**src/rtl/baud_rate_gen_frac.sv**
```systemverilog
// Fractional, runtime-programmable baud-rate generator: oversample tick every
// div_int + div_frac/2^FRAC_W cycles on average, plus a bit tick every OVERSAMPLE ticks.
module baud_rate_gen_frac #(
    parameter int unsigned CNT_W            = 16,
    parameter int unsigned FRAC_W           = 4,
    parameter int unsigned OVERSAMPLE       = 16,
    parameter int unsigned DEFAULT_DIV_INT  = 163,
    parameter int unsigned DEFAULT_DIV_FRAC = 0
) (
    input  logic              i_clk,
    input  logic              i_reset,
    input  logic              i_enable,
    input  logic              i_load,
    input  logic [CNT_W-1:0]  i_div_int,
    input  logic [FRAC_W-1:0] i_div_frac,
    output logic              o_tick,
    output logic              o_bit_tick,
    output logic              o_load_pending,
    output logic              o_div_err
);

    localparam int unsigned OS_W = (OVERSAMPLE > 1) ? $clog2(OVERSAMPLE) : 1;
    localparam logic [OS_W-1:0] OS_LAST = OS_W'(OVERSAMPLE - 1);

    logic [CNT_W-1:0]  cnt_q, cnt_d;
    logic [CNT_W-1:0]  int_a_q, int_a_d;
    logic [FRAC_W-1:0] frac_a_q, frac_a_d;
    logic [CNT_W-1:0]  int_s_q, int_s_d;
    logic [FRAC_W-1:0] frac_s_q, frac_s_d;
    logic              pending_q, pending_d;
    logic [FRAC_W-1:0] acc_q, acc_d;
    logic              carry_q, carry_d;
    logic [OS_W-1:0]   os_cnt_q, os_cnt_d;
    logic              err_q, err_d;

    logic [CNT_W:0]    period_c;
    logic [CNT_W:0]    last_c;
    logic [FRAC_W:0]   acc_sum_c;
    logic              wrap_c;
    logic              load_ok_c;

    // Period is one bit wider so a maximal int_a plus carry cannot overflow.
    always_comb begin
        period_c  = {1'b0, int_a_q} + (CNT_W+1)'(carry_q);
        last_c    = period_c - (CNT_W+1)'(1);
        wrap_c    = i_enable && ({1'b0, cnt_q} == last_c);
        acc_sum_c = {1'b0, acc_q} + {1'b0, frac_a_q};
        load_ok_c = i_load && (i_div_int >= CNT_W'(2));
    end

    always_comb begin
        cnt_d     = cnt_q;
        int_a_d   = int_a_q;
        frac_a_d  = frac_a_q;
        int_s_d   = int_s_q;
        frac_s_d  = frac_s_q;
        pending_d = pending_q;
        acc_d     = acc_q;
        carry_d   = carry_q;
        os_cnt_d  = os_cnt_q;
        err_d     = i_load && !load_ok_c;

        if (i_enable) begin
            if (wrap_c) begin
                cnt_d    = '0;
                os_cnt_d = (os_cnt_q == OS_LAST) ? '0 : os_cnt_q + OS_W'(1);
                carry_d  = acc_sum_c[FRAC_W];
                acc_d    = acc_sum_c[FRAC_W-1:0];
            end else begin
                cnt_d = cnt_q + CNT_W'(1);
            end
        end

        // Shadow applies only at a period boundary (or immediately while frozen).
        if (pending_q && (wrap_c || !i_enable)) begin
            int_a_d   = int_s_q;
            frac_a_d  = frac_s_q;
            acc_d     = '0;
            carry_d   = 1'b0;
            os_cnt_d  = '0;
            cnt_d     = '0;
            pending_d = 1'b0;
        end

        if (load_ok_c) begin
            int_s_d   = i_div_int;
            frac_s_d  = i_div_frac;
            pending_d = 1'b1;
        end
    end

    always_ff @(posedge i_clk or posedge i_reset) begin
        if (i_reset) begin
            cnt_q     <= '0;
            int_a_q   <= CNT_W'(DEFAULT_DIV_INT);
            frac_a_q  <= FRAC_W'(DEFAULT_DIV_FRAC);
            int_s_q   <= CNT_W'(DEFAULT_DIV_INT);
            frac_s_q  <= FRAC_W'(DEFAULT_DIV_FRAC);
            pending_q <= 1'b0;
            acc_q     <= '0;
            carry_q   <= 1'b0;
            os_cnt_q  <= '0;
            err_q     <= 1'b0;
        end else begin
            cnt_q     <= cnt_d;
            int_a_q   <= int_a_d;
            frac_a_q  <= frac_a_d;
            int_s_q   <= int_s_d;
            frac_s_q  <= frac_s_d;
            pending_q <= pending_d;
            acc_q     <= acc_d;
            carry_q   <= carry_d;
            os_cnt_q  <= os_cnt_d;
            err_q     <= err_d;
        end
    end

    assign o_tick         = wrap_c;
    assign o_bit_tick     = wrap_c && (os_cnt_q == OS_LAST);
    assign o_load_pending = pending_q;
    assign o_div_err      = err_q;

endmodule

```
**config.mk**
```make
export PLATFORM = sky130hd
export DESIGN_NAME = baud_rate_gen_frac
export DESIGN_NICKNAME = d
export VERILOG_FILES = /design/src/rtl/baud_rate_gen_frac.sv
export SDC_FILE = /design/constraint.sdc
export NUM_CORES = 1
export LEC_CHECK = 0
export ABC_AREA = 1
export CAP_MARGIN = 10
export CORE_ASPECT_RATIO = 0.6
export CORE_MARGIN = 10
export CORE_UTILIZATION = 35
export DETAILED_ROUTE_END_ITERATION = 6
export PLACE_DENSITY = 0.49
export SLEW_MARGIN = 25
export SYNTH_ARGS = -nofsm -noshare
export SYNTH_HDL_FRONTEND = slang
export SYNTH_SLANG_ARGS = --single-unit
```
**constraint.sdc**
```tcl
create_clock -name i_clk -period 3.8 [get_ports i_clk]
set_input_delay 0.38 -clock i_clk [delete_from_list [all_inputs] [get_ports i_clk]]
set_output_delay 0.38 -clock i_clk [all_outputs]
set_load 0.02 [all_outputs]
```
==> results of run 1 <==
## placed cells by master (no fill, tap or decap), types with 2 or more instances in the layout
cell type,Yosys,routed
xnor2_1,8,8
a21oi_1,18,18
o22ai_1,3,3
nand2_1,123,123
nor2_1,58,58
buf_4,1,3
o21ai_0,17,17
xor2_1,15,15
clkdlybuf4s50_1,0,27
and2_1,2,2
nor2_2,6,6
mux2_2,5,5
clkinv_4,0,2
clkbuf_16,0,9
nor3_1,6,6
nand2_4,2,2
nand2_2,3,3
nand4_1,6,6
dfrtp_1,59,59
o21ai_2,18,18
dfstp_2,8,8
nor4_1,5,5
nand3_1,29,29
inv_1,65,64
ha_1,8,8
inv_6,0,2
## final cells by class
type                       count  area (sq um)  area share [%]
clock buffer                  10         239.0           5.307
tap                          139         173.9           3.862
multi-input combinational    339          1790           39.76
sequential                    67          1687           37.45
inverter                      66         247.7           5.502
clock inverter                 6         72.57           1.612
timing repair buffer          30         292.8           6.502
## worst min-delay path by stage
stage / end / slack [ps] / cells past startpoint
2_1_floorplan: int_a_q[0] / 440 / 2
4_1_cts: int_a_q[0] / 470 / 2
3_5_place_dp: int_a_q[0] / 460 / 2
3_3_place_gp: int_a_q[0] / 460 / 2
5_1_grt: int_s_q[5] / 490 / 2
6_report: frac_a_q[0] / 460 / 2
## through the flow
stage                     util (%)  instances  hold WS (ps)  power (uW)  area [sq um]
after floorplan                  -        482         441.9        1166          3796
after global placement       39.56        641         457.8        1273          4192
after detailed placement     39.56        641         458.7        1278          4192
after CTS                    42.50        657         467.4        2150          4503
after global routing         42.50        657         491.3        2263          4503
final                        42.50        657         459.0        2126          4503
## cell families after synthesis
group	after synthesis	synth area share (%)
AO/OA/AOI/OAI	58	9.657
multiplexers	5	1.483
adder cells (fa/ha/maj)	9	3.164
buffers and inverters	76	8.405
flip-flops	67	44.43
XOR/XNOR	23	5.307
AND/OR/NAND/NOR	244	27.55
## state kept, by name (all words and copies together) (netlist names), 4 cells and up
signal	cells
acc_q	4
cnt_q	16
frac_a_q	4
frac_s_q	4
int_a_q	16
int_s_q	16
os_cnt_q	4
## power by group through the flow
stage | clock, uW | combinational (uW) | sequential (uW)
detailed placement | 0 | 395 | 883
finish | 862 | 392 | 872
global placement | 0 | 389 | 884
CTS | 881 | 397 | 871
global route | 917 | 461 | 886
floorplan | 0 | 309 | 857
## routing by layer
layer	track usage, %	up-vias	part of all wire, %
li1	-	1589	-
met1	18.58	1337	59
met2	14.12	52	34
met3	4.263	14	5.6
met4	4.845	0	1.9
met5	0	-	0
==> impl_metrics.py, run 1 <==
metrics = {
    "worst_setup_path": {
        "worstSetupStartpoint": "int_a_q[0]",
        "crit_path_end_kind": "primary output",
        "critPathMaxFanout": 6,
        "crit_end": "o_bit_tick",
        "reg2reg_slack_ps": 1090,
        "reg2reg_depth": 17,
        "crit_family": "simple AND/OR/NAND/NOR gates",
        "cp_slowest_stage_delay_ps": 610,
        "cp.depth": 15,
        "cp_cell_sequence": "inv_1 > ha_1 > ha_1 > nand2_1 > inv_1 > nor2_1 > nand2_1 > nor2_1 > nand2_1 > nor2_1 > nand3_1 > nor2_1 > nand3_1 > nor2_1 > clkdlybuf4s50_1",
        "worstReg2RegEnd": "cnt_q[13]",
        "critPathBufInv": 3,
        "rr_startpoint": "int_a_q[0]",
        "timing.critical_path.required_ps": 3420,
        "cpMostUsedCell": "nor2_1",
        "slowest_stage": "clkdlybuf4s50_1",
        "worstPathArrival_ps": 3010,
        "worst-setup-path-type": "flip-flop to primary output",
        "start_kind": "flip-flop",
    },
    "logic_synthesis": {
        "syn_inst": 482,
        "synth_cell_type_count": 32,
        "synthTopCellsByCount": "nand2_1, inv_1, dfrtp_1, nor2_1, nand3_1",
        "async_flop_share_pct": 100.0,
        "yosys.area.top_type": "dfrtp_1",
        "yosys-top-cells-area": "dfrtp_1, nand2_1, inv_1, nor2_1, dfstp_2",
        "yosysMostFrequentCell": "nand2_1",
        "synth_edf_count": 0,
        "syn_avg_cell_area_sq_um": 7.876,
        "yosysSeqAreaShare_pct": 44.43,
        "synth_seq_cells": 67,
        "synth_area_sq_um": 3796,
        "ys.flop_type": "dfrtp_1",
        "syn_nets": 515,
        "yosys_warnings": 0,
        "synth_top_area_share_pct": 38.89,
    },
    "power_and_ir_drop": {
        "pwr-share-comb_pct": 18.5,
        "p_switching_uw": 639.3,
        "seqPwrFrac_pct": 41.0,
        "swShare_pct": 30.06,
        "p_int_uw": 1487,
        "ir_drop_uv": 243.6,
        "power_leakage_uw": 0.002154,
        "powerDensity_nw_per_um2": 472.2,
        "power.share.clock_pct": 40.5,
    },
    "global_routing": {
        "grt_pass1_wl_um": 15060,
        "grt_start_max_net_pins": 37,
        "antenna_found_initial": 0,
        "track_usage_pct": 12.07,
        "grt_pass1_vias": 2969,
        "overflow": 0,
    },
    "timing": {
        "worst_pin_slew_ps": 708.1,
        "skew_ps": 7.272,
        "rsz0062_at_grt": "false",
        "hold_viol_final": 0,
        "slew_headroom_pct": 52.62,
        "slew_violations": 0,
        "fmax_mhz": 294.7,
        "setup_viol": 0,
        "fin_crit_ps": 3393,
        "fin_setup_tns_ps": 0,
        "setup_ws_ps": 407.1,
        "timing.final.crit_share_pct": 89.29,
    },
    "detailed_routing": {
        "num_vias": 2992,
        "drtIter0Drc": 155,
        "drc": 0,
        "wl_um": 8781,
        "routed_via_density": 4.554,
        "dr.pass1.iters": 4,
        "routedWlPerCell_um": 13.37,
        "ant_nets": 0,
    },
    "floorplan": {
        "fp.dieW_um": 154.5,
        "core_sq_um": 10600,
        "num_io_pins": 28,
        "die_h_um": 100.7,
        "rows": 29,
        "start_util_pct": 35.83,
        "die-area_sq_um": 15550,
    },
    "clocking": {
        "ctsHoldBuffers": 0,
        "cts_made_buffers": 9,
        "cts_resized": 0,
        "clk_pin_slew_ps": 60,
        "cts.sinks": 67,
        "clock_latency_ps": 340,
        "root_buffer": "clkbuf_16",
        "cts_buffer_depth": 2,
        "h-tree-depth": 3,
        "cts_tree": "done",
        "cts_setup_buffers": 0,
    },
    "flow_run": {
        "maxCapViolCount": 0,
    },
    "layout": {
        "diodes": 0,
        "drive_above_1_share_pct": 12.36,
        "area_growth_pct": 18.62,
        "num-nets-final": 546,
        "nFillCells": 1039,
    },
    "placed_design": {
        "gp_congestion": 0.8580,
        "io_buffers": 27,
        "post-dp-hpwl_um": 6713,
        "place_ws_ps": 746.4,
    },
    "run_status": {
        "run_status": "finished, final reports clean",
    },
    "worst_hold_path": {
        "hold_path_class": "primary input to async pin",
    },
}
Power figures use the tool's default switching activity.
==> run 2, diff against run 1 <==
--- a/config.mk
+++ b/config.mk
@@ -12,7 +12,6 @@
 export CORE_UTILIZATION = 35
 export DETAILED_ROUTE_END_ITERATION = 6
 export PLACE_DENSITY = 0.49
-export SLEW_MARGIN = 25
 export SYNTH_ARGS = -nofsm -noshare
 export SYNTH_HDL_FRONTEND = slang
 export SYNTH_SLANG_ARGS = --single-unit
==> results of run 2 <==
Same layout as run 1: the final DEF is identical, and so are final timing and power.
==> run 3, diff against run 2 <==
--- a/config.mk
+++ b/config.mk
@@ -11,7 +11,9 @@
 export CORE_MARGIN = 10
 export CORE_UTILIZATION = 35
 export DETAILED_ROUTE_END_ITERATION = 6
+export GPL_ROUTABILITY_DRIVEN = 0
 export PLACE_DENSITY = 0.49
+export SLEW_MARGIN = 20
 export SYNTH_ARGS = -nofsm -noshare
 export SYNTH_HDL_FRONTEND = slang
 export SYNTH_SLANG_ARGS = --single-unit
==> constraint.sdc (replaced) <==
create_clock -name i_clk -period 4 [get_ports i_clk]
set_input_delay 0.4 -clock i_clk [delete_from_list [all_inputs] [get_ports i_clk]]
set_output_delay 0.4 -clock i_clk [all_outputs]
set_load 0.02 [all_outputs]
==> run 3 against run 2 <==
Net effect:
- register-to-register slack improved by 170 ps
- clock-buffer cell count unchanged
- cell area decreased by 0.56%
- non-clock buffer count unchanged
- first-iteration DRC count increased by 28%
==> impl_metrics.py, run 3 (same netlist as run 1, synthesis figures left out) <==
metrics = {
    "floorplan": {
        "core_sq_um": 10600,
        "die-area_sq_um": 15550,
        "start_util_pct": 35.83,
        "rows": 29,
        "num_io_pins": 28,
        "die_h_um": 100.7,
        "fp.dieW_um": 154.5,
    },
    "power_and_ir_drop": {
        "powerDensity_nw_per_um2": 439.0,
        "power_leakage_uw": 0.002144,
        "ir_drop_uv": 211.1,
    },
    "layout": {
        "finalNonFillerCells": 657,
        "num-nets-final": 546,
        "area_growth_pct": 17.96,
        "layout_commonest_cell": "nand2_1",
        "mostFrequentLayoutCells": "nand2_1, inv_1, dfrtp_1",
        "top_regs": "cnt_q (16), int_a_q (16), int_s_q (16)",
        "diodes": 0,
        "drive_above_1_share_pct": 12.36,
    },
    "worst_setup_path": {
        "worstPathArrival_ps": 3040,
        "critPathMaxFanout": 6,
        "worst-setup-path-type": "flip-flop to primary output",
        "timing.critical_path.required_ps": 3600,
        "start_kind": "flip-flop",
        "reg2reg_slack_ps": 1260,
        "crit_path_end_kind": "primary output",
    },
    "timing": {
        "slew_violations": 0,
        "holdWs_ps": 470.4,
        "slew_headroom_pct": 54.70,
        "fin_crit_ps": 3440,
        "fin_setup_tns_ps": 0,
        "skew_ps": 6.669,
        "hold_viol_final": 0,
        "rsz0062_at_grt": "false",
        "fmax_mhz": 290.7,
        "setup_viol": 0,
        "timing.final.crit_share_pct": 85.99,
        "worst_pin_slew_ps": 678.4,
    },
    "flow_run": {
        "maxCapViolCount": 0,
    },
    "detailed_routing": {
        "routedWlPerCell_um": 13.62,
        "routed_via_density": 4.597,
        "dr.pass1.iters": 4,
        "drc": 0,
        "wl_um": 8949,
        "ant_nets": 0,
        "drtIter0Drc": 198,
        "num_vias": 3020,
    },
    "global_routing": {
        "grt_start_max_net_pins": 38,
        "antenna_found_initial": 0,
        "grt_pass1_wl_um": 15040,
        "track_usage_pct": 12.13,
        "grt_pass1_vias": 2929,
        "overflow": 0,
    },
    "clocking": {
        "ctsHoldBuffers": 0,
        "clock_latency_ps": 340,
        "root_buffer": "clkbuf_16",
        "cts_tree": "done",
        "cts_setup_buffers": 0,
        "cts.sinks": 67,
        "cts_made_buffers": 9,
        "h-tree-depth": 3,
        "clk_pin_slew_ps": 60,
        "cts_buffer_depth": 2,
        "cts_resized": 0,
    },
    "placed_design": {
        "placed_cells": 641,
        "io_buffers": 27,
        "post-dp-hpwl_um": 6755,
    },
    "worst_hold_path": {
        "hold_path_class": "flip-flop to flip-flop",
    },
    "run_status": {
        "run_status": "finished, final reports clean",
    },
}
run 3: per-stage QoR:
stage | setup slack [ps] | utilization (%) | power [uW] | instance area, sq um
3_3_place_gp | 957.2 | 39.56 | 1210 | 4192
6_report | 560.3 | 42.27 | 1966 | 4478
5_1_grt | 293.0 | 42.27 | 2094 | 4478
2_1_floorplan | 1500 | - | 1108 | 3796
3_5_place_dp | 903.3 | 39.56 | 1219 | 4192
4_1_cts | 520.1 | 42.27 | 1992 | 4478
run 3: per-layer routing:
layer	share of wire, %	vias to the layer above	global-route usage [%]
li1	-	1594	-
met1	58	1345	18.60
met2	34	71	14.58
met3	6.0	10	4.518
met4	1.2	0	3.905
met5	0	-	0
run 3: worst paths after layout:
kind	from	to	cells after the start
worst max-delay path	int_a_q[0]	o_bit_tick	15
worst max register to register	int_a_q[0]	cnt_q[13]	17
worst min register to register	int_s_q[5]	int_s_q[5]	2
max in group asynchronous	i_reset	int_a_q[5]	3
worst min-delay path	int_s_q[5]	int_s_q[5]	2
min in group asynchronous	i_reset	frac_s_q[0]	2
run 3: cell type report:
| class | count | area (sq um) |
|---|---|---|
| sequential | 67 | 1687 |
| fill | 1096 | 6117 |
| inverter | 66 | 247.7 |
| clock inverter | 6 | 47.55 |
| timing repair buffer | 30 | 292.8 |
| clock buffer | 10 | 239.0 |
| multi-input combinational | 339 | 1790 |
| tap | 139 | 173.9 |
run 3: power breakdown:
group	leakage, uW	total, uW	switching [uW]	internal, uW
logic	0.00118	376	223	153
clock network	0.000139	759	318	441
registers	0.000826	831	75.4	755
run 3: critical path: stages, from the launching register on:
cell and delay (ps):
dfstp_2 520, inv_1 40, ha_1 230, ha_1 300
nand2_1 70, inv_1 30, nor2_1 80, nand2_1 50
nor2_1 90, nand2_1 50, nor2_1 80, nand3_1 70
nor2_1 130, nand3_1 200, nor2_1 150, clkdlybuf4s50_1 610
